File: src/rtl/intrapred_pipectl_if.sv
// Handshake and tag bus between the intra-prediction pipeline controller and its stages/consumer.
// The master drives frame control, stage completions and consumer ready; the slave is the controller.
interface intrapred_pipectl_if #(
  parameter int unsigned NUM_STAGES     = 5,
  parameter int unsigned MB_NUMBER_BITS = 12
);
  localparam int unsigned MW = MB_NUMBER_BITS + 1;

  logic                     start;
  logic                     enable;
  logic [MW-1:0]            frame_mbs;
  logic [NUM_STAGES-1:0]    stage_done;
  logic                     out_ready;

  logic [NUM_STAGES-1:0]    stage_en;
  logic [NUM_STAGES*MW-1:0] stage_mbnumber;
  logic [NUM_STAGES-1:0]    stage_valid;
  logic                     out_valid;
  logic [MW-1:0]            out_mbnumber;
  logic                     busy;
  logic                     frame_done;

  modport master (
    output start, enable, frame_mbs, stage_done, out_ready,
    input  stage_en, stage_mbnumber, stage_valid, out_valid, out_mbnumber, busy, frame_done
  );

  modport slave (
    input  start, enable, frame_mbs, stage_done, out_ready,
    output stage_en, stage_mbnumber, stage_valid, out_valid, out_mbnumber, busy, frame_done
  );
endinterface

File: src/rtl/intrapred_pipectl.sv
// Elastic slot pipeline controller for intra prediction: issues mbnumbers across a frame,
// tracks one macroblock per stage slot with a done handshake, and retires them in order.
module intrapred_pipectl #(
  parameter int unsigned NUM_STAGES     = 5,
  parameter int unsigned MB_NUMBER_BITS = 12
) (
  input  logic               clk,
  input  logic               reset,
  intrapred_pipectl_if.slave bus
);
  localparam int unsigned MW   = MB_NUMBER_BITS + 1;
  localparam int unsigned LAST = NUM_STAGES - 1;

  typedef enum logic [1:0] {FSM_IDLE, FSM_RUN, FSM_DRAIN} fsm_e;
  typedef enum logic [1:0] {SLOT_EMPTY, SLOT_BUSY, SLOT_HELD} slot_e;

  fsm_e                  state_q, state_nxt;
  slot_e                 slot_q   [NUM_STAGES];
  slot_e                 slot_nxt [NUM_STAGES];
  logic [MW-1:0]         mb_q     [NUM_STAGES];
  logic [MW-1:0]         mb_nxt   [NUM_STAGES];
  logic [MW-1:0]         mb_src   [NUM_STAGES];

  logic [MW-1:0]         frame_q, frame_nxt;
  logic [MW-1:0]         issue_cnt_q, issue_cnt_nxt;
  logic [MW-1:0]         retire_cnt_q, retire_cnt_nxt;

  logic [NUM_STAGES-1:0] en_q, en_nxt;
  logic [NUM_STAGES-1:0] valid_q, valid_nxt;
  logic                  out_valid_q, out_valid_nxt;
  logic [MW-1:0]         out_mb_q;
  logic                  busy_q, busy_nxt;
  logic                  frame_done_q, frame_done_nxt;

  logic [NUM_STAGES-1:0] leave;
  logic [NUM_STAGES-1:0] enter;
  logic                  issue;
  logic                  retire;

  // Slot moves: resolved from the last slot downward so a full pipeline shifts in one cycle.
  always_comb begin
    leave       = '0;
    enter       = '0;
    retire      = (slot_q[LAST] == SLOT_HELD) && bus.out_ready;
    leave[LAST] = retire;
    for (int i = int'(NUM_STAGES) - 2; i >= 0; i--) begin
      leave[i] = bus.enable && (slot_q[i] == SLOT_HELD) &&
                 ((slot_q[i+1] == SLOT_EMPTY) || leave[i+1]);
    end
    issue = (state_q == FSM_RUN) && bus.enable && (issue_cnt_q < frame_q) &&
            ((slot_q[0] == SLOT_EMPTY) || leave[0]);
    enter[0]  = issue;
    mb_src[0] = issue_cnt_q;
    for (int i = 1; i < int'(NUM_STAGES); i++) begin
      enter[i]  = leave[i-1];
      mb_src[i] = mb_q[i-1];
    end
  end

  // Per-slot next state; done is only honoured while BUSY.
  always_comb begin
    en_nxt    = '0;
    valid_nxt = '0;
    for (int i = 0; i < int'(NUM_STAGES); i++) begin
      slot_nxt[i] = slot_q[i];
      mb_nxt[i]   = mb_q[i];
      if (enter[i]) begin
        slot_nxt[i] = SLOT_BUSY;
        mb_nxt[i]   = mb_src[i];
        en_nxt[i]   = 1'b1;
      end else if (leave[i]) begin
        slot_nxt[i] = SLOT_EMPTY;
      end else if ((slot_q[i] == SLOT_BUSY) && bus.stage_done[i]) begin
        slot_nxt[i] = SLOT_HELD;
      end
      valid_nxt[i] = (slot_nxt[i] != SLOT_EMPTY);
    end
    out_valid_nxt = (slot_nxt[LAST] == SLOT_HELD);
  end

  // Frame FSM and saturating issue/retire counters.
  always_comb begin
    state_nxt      = state_q;
    frame_nxt      = frame_q;
    issue_cnt_nxt  = issue_cnt_q;
    retire_cnt_nxt = retire_cnt_q;
    frame_done_nxt = 1'b0;
    if (issue && (issue_cnt_q < frame_q)) begin
      issue_cnt_nxt = issue_cnt_q + MW'(1);
    end
    if (retire && (retire_cnt_q < frame_q)) begin
      retire_cnt_nxt = retire_cnt_q + MW'(1);
    end
    unique case (state_q)
      FSM_IDLE: begin
        if (bus.start) begin
          frame_nxt      = bus.frame_mbs;
          issue_cnt_nxt  = '0;
          retire_cnt_nxt = '0;
          if (bus.frame_mbs == '0) begin
            frame_done_nxt = 1'b1;
          end else begin
            state_nxt = FSM_RUN;
          end
        end
      end
      FSM_RUN: begin
        if (issue && ((issue_cnt_q + MW'(1)) == frame_q)) begin
          state_nxt = FSM_DRAIN;
        end
      end
      FSM_DRAIN: begin
        if (retire_cnt_q == frame_q) begin
          state_nxt      = FSM_IDLE;
          frame_done_nxt = 1'b1;
        end
      end
      default: state_nxt = FSM_IDLE;
    endcase
    busy_nxt = (state_nxt != FSM_IDLE);
  end

  always_ff @(posedge clk or negedge reset) begin
    if (!reset) begin
      state_q <= FSM_IDLE;
    end else begin
      state_q <= state_nxt;
    end
  end

  always_ff @(posedge clk or negedge reset) begin
    if (!reset) begin
      for (int i = 0; i < int'(NUM_STAGES); i++) begin
        slot_q[i] <= SLOT_EMPTY;
        mb_q[i]   <= '0;
      end
      frame_q      <= '0;
      issue_cnt_q  <= '0;
      retire_cnt_q <= '0;
      en_q         <= '0;
      valid_q      <= '0;
      out_valid_q  <= 1'b0;
      out_mb_q     <= '0;
      busy_q       <= 1'b0;
      frame_done_q <= 1'b0;
    end else begin
      for (int i = 0; i < int'(NUM_STAGES); i++) begin
        slot_q[i] <= slot_nxt[i];
        mb_q[i]   <= mb_nxt[i];
      end
      frame_q      <= frame_nxt;
      issue_cnt_q  <= issue_cnt_nxt;
      retire_cnt_q <= retire_cnt_nxt;
      en_q         <= en_nxt;
      valid_q      <= valid_nxt;
      out_valid_q  <= out_valid_nxt;
      out_mb_q     <= mb_nxt[LAST];
      busy_q       <= busy_nxt;
      frame_done_q <= frame_done_nxt;
    end
  end

  for (genvar g = 0; g < int'(NUM_STAGES); g++) begin : g_mb_out
    assign bus.stage_mbnumber[g*MW +: MW] = mb_q[g];
  end

  assign bus.stage_en     = en_q;
  assign bus.stage_valid  = valid_q;
  assign bus.out_valid    = out_valid_q;
  assign bus.out_mbnumber = out_mb_q;
  assign bus.busy         = busy_q;
  assign bus.frame_done   = frame_done_q;

endmodule

File: src/flat_wrapper.sv
// flat-port wrapper written by rule: the top's interface ports become plain ports
module intrapred_pipectl_flat 
#(
  parameter int unsigned NUM_STAGES     = 5,
  parameter int unsigned MB_NUMBER_BITS = 12
)
  (clk, reset, bus_start, bus_enable, bus_frame_mbs, bus_stage_done, bus_out_ready, bus_stage_en, bus_stage_mbnumber, bus_stage_valid, bus_out_valid, bus_out_mbnumber, bus_busy, bus_frame_done);
  intrapred_pipectl_if #(.NUM_STAGES(NUM_STAGES), .MB_NUMBER_BITS(MB_NUMBER_BITS)) bus_i ();
  input  logic clk;
  input  logic reset;
  input wire logic [$bits(bus_i.start)-1:0] bus_start;
  input wire logic [$bits(bus_i.enable)-1:0] bus_enable;
  input wire logic [$bits(bus_i.frame_mbs)-1:0] bus_frame_mbs;
  input wire logic [$bits(bus_i.stage_done)-1:0] bus_stage_done;
  input wire logic [$bits(bus_i.out_ready)-1:0] bus_out_ready;
  output wire logic [$bits(bus_i.stage_en)-1:0] bus_stage_en;
  output wire logic [$bits(bus_i.stage_mbnumber)-1:0] bus_stage_mbnumber;
  output wire logic [$bits(bus_i.stage_valid)-1:0] bus_stage_valid;
  output wire logic [$bits(bus_i.out_valid)-1:0] bus_out_valid;
  output wire logic [$bits(bus_i.out_mbnumber)-1:0] bus_out_mbnumber;
  output wire logic [$bits(bus_i.busy)-1:0] bus_busy;
  output wire logic [$bits(bus_i.frame_done)-1:0] bus_frame_done;
  assign bus_i.start = bus_start;
  assign bus_i.enable = bus_enable;
  assign bus_i.frame_mbs = bus_frame_mbs;
  assign bus_i.stage_done = bus_stage_done;
  assign bus_i.out_ready = bus_out_ready;
  assign bus_stage_en = bus_i.stage_en;
  assign bus_stage_mbnumber = bus_i.stage_mbnumber;
  assign bus_stage_valid = bus_i.stage_valid;
  assign bus_out_valid = bus_i.out_valid;
  assign bus_out_mbnumber = bus_i.out_mbnumber;
  assign bus_busy = bus_i.busy;
  assign bus_frame_done = bus_i.frame_done;
  intrapred_pipectl #(.NUM_STAGES(NUM_STAGES), .MB_NUMBER_BITS(MB_NUMBER_BITS)) u_core (.clk(clk), .reset(reset), .bus(bus_i));
endmodule
File: config.mk
export PLATFORM = sky130hd
export DESIGN_NAME = intrapred_pipectl_flat
export DESIGN_NICKNAME = d
export VERILOG_FILES = /design/src/rtl/intrapred_pipectl_if.sv /design/src/rtl/intrapred_pipectl.sv /design/src/flat_wrapper.sv
export SDC_FILE = /design/constraint.sdc
export NUM_CORES = 1
export LEC_CHECK = 0
export CAP_MARGIN = 0
export CELL_PAD_IN_SITES_DETAIL_PLACEMENT = 2
export CELL_PAD_IN_SITES_GLOBAL_PLACEMENT = 2
export CORE_MARGIN = 3
export CORE_UTILIZATION = 36
export DETAILED_ROUTE_END_ITERATION = 8
export PLACE_DENSITY = 0.95
export RECOVER_POWER = 25
export SYNTH_ARGS = -nofsm -noshare
export SYNTH_HDL_FRONTEND = slang
export SYNTH_SLANG_ARGS = --single-unit
File: constraint.sdc
create_clock -name clk -period 3.4 [get_ports clk]
set_input_delay 0.51 -clock clk [delete_from_list [all_inputs] [get_ports clk]]
set_output_delay 0.51 -clock clk [all_outputs]
set_load 0.005 [all_outputs]
# ---- Word-level counts from Yosys, hierarchy flattened
# Index checks and enable logic that the tools add are counted.
dict set report word_totals {
  in_bits 23
  ff_bits 129
  output_inout_bits 91
}
dict set report classes {
  n_reduce_logical 39
  eq_ne 15
  order_cmp 2
  add_sub_neg 2
  n_mux 35
}
# operator count
set op_table {}
lappend op_table {{two-way mux 13 bit} 6}
lappend op_table {{two-way mux 2 bit} 19}
lappend op_table {{adder 13 x 1 -> 13 bit, second input constant} 2}
lappend op_table {{equality test 13 bit} 2}
lappend op_table {{< comparator 13 bit} 2}
lappend op_table {{logical AND 1 bit} 20}
lappend op_table {{equality test 2 bit, second input constant} 7}
lappend op_table {{logical NOT 13 bit} 1}
lappend op_table {{equality test 2 x 1 -> 1 bit, second input constant} 6}
lappend op_table {{logical NOT 2 bit} 6}
lappend op_table {{nonzero test 2 bit} 6}
lappend op_table {{two-way mux 1 bit} 8}
lappend op_table {{case mux 2 bit (3 select lines)} 1}
lappend op_table {{logical OR 1 bit} 5}
lappend op_table {{case mux 1 bit (2 select lines)} 1}
lappend op_table {{AND reduction 2 bit} 1}

# ---- Longest topological paths before layout
dict set report logic_depth {
  word_depth 16
  mapped_depth 11
  ltp_nobuf 9
}

# ---- Worst setup path after synthesis
# No wires, ideal clock.
dict set report synth_path {
  path_type {reg2reg}
  startpoint {register u_core.issue_cnt_q[12]}
  endpoint {register u_core.mb_q, in the netlist u_core.bus.stage_mbnumber[10]}
  arrival_time_ps 2089
  setup_ps 125
  path_stages_with_launch 8
  slack_ps 1186
  synth_period_minus_slack_ps 2214
  required_time_ps 3275
  n_path_buf 2
  path_cell_list {dfrtp_1 -> ha_1 -> a2111oi_2 -> o21ai_1 -> nor4_2 -> buf_6 -> buf_8 -> mux2_2}
}
dict set report synth_between {
  elab_chain_len 3
}
# item line
set synth_lines {}
lappend synth_lines {{start, declared} intrapred_pipectl.sv:25} ;# logic [MW-1:0] issue_cnt_q, issue_cnt_nxt;
lappend synth_lines {{start signal, assigned} intrapred_pipectl.sv:152} ;# issue_cnt_q <= issue_cnt_nxt;
lappend synth_lines {{< comparator 13 bit} intrapred_pipectl.sv:50} ;# issue = (state_q == FSM_RUN) && bus.enable && (issue_cnt_q < frame_q) &&
lappend synth_lines {{logical AND 1 bit (2 in a row)} intrapred_pipectl.sv:50}
lappend synth_lines {{end signal, assigned by index} intrapred_pipectl.sv:149} ;# mb_q[i] <= mb_nxt[i];
lappend synth_lines {{end, declared} intrapred_pipectl.sv:20} ;# logic [MW-1:0] mb_q [NUM_STAGES];
# No other way between the ends.
# A chain may end at the register's enable or synchronous reset.

# ---- Final worst setup path
dict set report layout_path {
  startpoint {register u_core.frame_q[11]}
  endpoint {register u_core.retire_cnt_q[12]}
}
dict set report layout_between {
  elab_chain_len 5
}
# item line
set layout_lines {}
lappend layout_lines {{start, declared} intrapred_pipectl.sv:24} ;# logic [MW-1:0] frame_q, frame_nxt;
lappend layout_lines {{start signal, assigned} intrapred_pipectl.sv:151} ;# frame_q <= frame_nxt;
lappend layout_lines {{< comparator 13 bit (*)} intrapred_pipectl.sv:91} ;# if (retire && (retire_cnt_q < frame_q)) begin
lappend layout_lines {{logical AND 1 bit (*)} intrapred_pipectl.sv:91}
lappend layout_lines {{two-way mux 13 bit (*)} intrapred_pipectl.sv:91}
lappend layout_lines {{two-way mux 13 bit} intrapred_pipectl.sv:96} ;# if (bus.start) begin
lappend layout_lines {{two-way mux 13 bit (*)} intrapred_pipectl.sv:94} ;# unique case (state_q)
lappend layout_lines {{net u_core.retire_cnt_nxt[12]} intrapred_pipectl.sv:26} ;# logic [MW-1:0] retire_cnt_q, retire_cnt_nxt;
lappend layout_lines {{end signal, assigned} intrapred_pipectl.sv:153} ;# retire_cnt_q <= retire_cnt_nxt;
lappend layout_lines {{end, declared} intrapred_pipectl.sv:26}
# The timed path passes the listed nets; every way through them passes the cells marked *.

==> results.md <==
* Status: complete, but fails checks
* Failing checks: capacitance limit, slew limit
* Max cap viols at 1
* TNS Setup at 0 ps
* R2R cell count at 8
* WL per Instance at between 20 and 25 um
* Iter 0 DRT Violations at about 200
* Fill cells at 1,688
* Hold buffers post-CTS at 0
* Type of origin of the critical path: register
* Via density at between 5 and 6
* Post-synth top area share at 0.517
* Synth Net Count at 631
* CP cell instances: inv_1, ha_1, nor2b_1, o21ai_0, and4b_1, nand3_1, or3_1, a21oi_1
* Max-slew headroom at -0.0288
* RSZ-0062 raised after global routing: false
* First-pass GRT wire length at between 30 and 40 mm
* Post-synth cell types at 54
* Number of synthesized flops with an enable pin at 0
* Clk sink count at 129
* R2R Path Start: u_core.frame_q[11]$_DFFE_PN0P_
* Synth area leaders: dfrtp_1, mux2_2, ha_1
* Std-Cell Rows at 47
* Max IR drop VDD at roughly 0.40 mV
* Pwr dens at 726 nW/um^2
* Area of the multi-input gates at 2720 um^2
* Vias in the first global route at ~5,800
* Mapped cell area at between 6000 and 7000 um^2
* Htree depth at 4
* Max stage delay on crit path at between 500 and 600 ps
* Worst setup path class: reg2reg
* Worst-path maximum fanout at 17
* Drt drc at 0
* Top_reg_cell synth: dfrtp_1
* Drt first pass iters at 5
* FFs w/ async S/R, synth at 1.00
* Gr usage total at 0.252
* Io pins at ~110
* R2r endpoint: u_core.retire_cnt_q[12]$_DFF_PN0_
* Die width at ~140 um
* Port bufs at 113
* Inserted Diodes at 0
* Grt ovf at 0
* Worst path slowest cell: or3_1
* Crit path time final at about 2800 ps
* WL final at 22.5 mm
* Area grow syn2layout at 29.7%
* Avg Inst Size Synth at ~11 um^2
* WHS at ~440 ps
* Post-synthesis sequential area ratio at 0.517
* Leakage at about 3.7 nW
* Clock buffer count from CTS at 17
* ANT nets after route at 0
* Synth Register Bits at ~130
* Maximum clock insertion buffer count at 2
* CTS tree: built
* Die Y at roughly 140 um
* Crit path DAT at approximately 3200 ps
* Reg2reg setup slack at approximately 570 ps
* Gpl congestion at 0.875
* CP Data Required Time at between 3000 and 4000 ps
* Post-CTS setup buffers at 0
* Fin. Hold Viols at 0
* Clock skew at 10.7 ps
* Slew Limit Fails at 60
* Post-CTS sizing at 0
* Starting Density at 0.373
* Core area at roughly 17,000 um^2
* Max Fclk at approximately 0.35 GHz
* Yosys warns at 0
* Worst skew pair latency at about 430 ps
* DP HPWL at roughly 16 mm
* Share of cells above drive strength 1 at 0.165
* Hold Path Class: in2async
* Final period utilization at 0.833
* Fin nets at between 700 and 800
* CTS root buf: clkbuf_16
* Die footprint at approximately 19,000 um^2
* Initial antenna violation count at 1
* Critical path endpoint category: register
* Worst-Margin Slew at roughly 1500 ps
* Final Setup Violations at 0
* Reg area at approximately 3200 um^2
* Largest net degree at the start of global routing at 60
* Clock transition at the registers of the reported paths at approximately 60 ps
* Syn Inst Count at just under 600
* Cell taking the most area after synthesis: dfrtp_1
* Vias post-DR at approximately 5,000
[kinds of logic after synthesis]
group	synth area share
simple gates	0.162
flops	0.517
compound gates	0.0763
buf+inv	0.0493
mux	0.0986
xor+xnor	0.0407
fa+ha+maj	0.0561
[cell usage after synthesis (2+ instances only)]
cell type	count
or3_1	6
and4_1	2
o21ai_1	2
a21o_1	8
clkbuf_1	10
xnor2_1	15
a21oi_1	22
mux2i_1	3
buf_4	14
o21a_1	5
nor4_1	5
nor2b_1	7
a31oi_1	2
mux2_2	52
nor3_1	7
nand2_2	9
inv_1	24
nand4_1	13
or2_2	6
xor2_1	14
o21bai_1	2
nand2_1	84
ha_1	28
nand2b_1	5
and2_1	3
nor3b_1	2
and3_1	5
nand3_1	11
dfrtp_1	129
nor2_1	30
o22ai_1	2
buf_2	4
o21ai_0	28
[registers in the layout, indices dropped and copies added, names as in the netlist]
name / cells
u_core.frame_q: 13
u_core.bus.frame_done: 1
u_core.bus.out_valid: 1
u_core.retire_cnt_q: 13
u_core.slot_q: 10
u_core.state_q: 2
u_core.issue_cnt_q: 13
u_core.bus.stage_mbnumber: 65
u_core.bus.stage_valid: 5
u_core.bus.busy: 1
u_core.bus.stage_en: 5
[power by group]
group          switching [mW]  internal [mW]
clock                   0.774           1.03
combinational            1.00          0.880
sequential              0.336           1.85
[cell type report]
class | instances | area share
flip-flops and latches | 129 | 0.399
repair buffers | 124 | 0.149
inverters | 24 | 0.0111
clock buffers | 18 | 0.0530
clock inverters | 14 | 0.0179
well taps | 220 | 0.0340
multi-input cells | 394 | 0.336
[critical path, delay by kind of cell (launching register included)]
kind	cells	cell delay [ps]
compound gates	2	450
fa+ha+maj	1	290
buf+inv	1	180
flops	1	390
simple gates	4	1440
[layout by cell type, fill, tap and decap left out, types with 6 or more instances in the layout]
cell             netlist  routed
ha_1                  28      28
xor2_1                14      14
buf_4                 14      10
clkbuf_16              0      17
mux2_2                52      52
dfrtp_1              129     129
a21oi_1               22      22
clkdlybuf4s50_1        0     112
or3_1                  6       6
or2_2                  6       6
nor3_1                 7       6
inv_1                 24      24
nand4_1               13      13
nor2_1                30      30
nand2_2                9       9
inv_6                  0       6
xnor2_1               15      15
nand2_1               84      84
nand3_1               11      11
o21ai_0               28      28
a21o_1                 8       8
nor2b_1                7       7
[per-stage QoR]
stage | util | total power [mW] | std cells | setup slack (ps) | cell area, um^2
final | 0.483 | 5.88 | 923 | 567 | 8100
after global placement | 0.450 | 3.80 | 891 | 568 | 7540
after global routing | 0.483 | 6.23 | 923 | 313 | 8100
after CTS | 0.484 | 5.94 | 923 | 560 | 8110
after detailed placement | 0.450 | 4.03 | 891 | 464 | 7540
after floorplan | - | 3.18 | 580 | 1190 | 6240
[worst max path at each step]
| stage | startpoint | end | slack (ps) |
|---|---|---|---|
| finish | u_core.frame_q[11]$_DFFE_PN0P_ | u_core.retire_cnt_q[12]$_DFF_PN0_ | 570 |
| global route | u_core.frame_q[12]$_DFFE_PN0P_ | u_core.state_q[0]$_DFF_PN0_ | 310 |
| CTS | u_core.frame_q[11]$_DFFE_PN0P_ | u_core.retire_cnt_q[12]$_DFF_PN0_ | 560 |
| detailed placement | bus_enable | u_core.state_q[0]$_DFF_PN0_ | 460 |
| global placement | bus_enable | u_core.state_q[0]$_DFF_PN0_ | 570 |
| floorplan | u_core.issue_cnt_q[12]$_DFF_PN0_ | u_core.bus.stage_mbnumber[10]$_DFFE_PN0P_ | 1190 |
[metal layers]
metal,wire [um],vias up,track usage
met5,13,-,0
met4,668,2,0.0900
met3,990,56,0.0548
met2,12000,158,0.465
met1,8860,2534,0.285
li1,-,2203,-
Note: power is estimated with default switching activity, not from simulation.
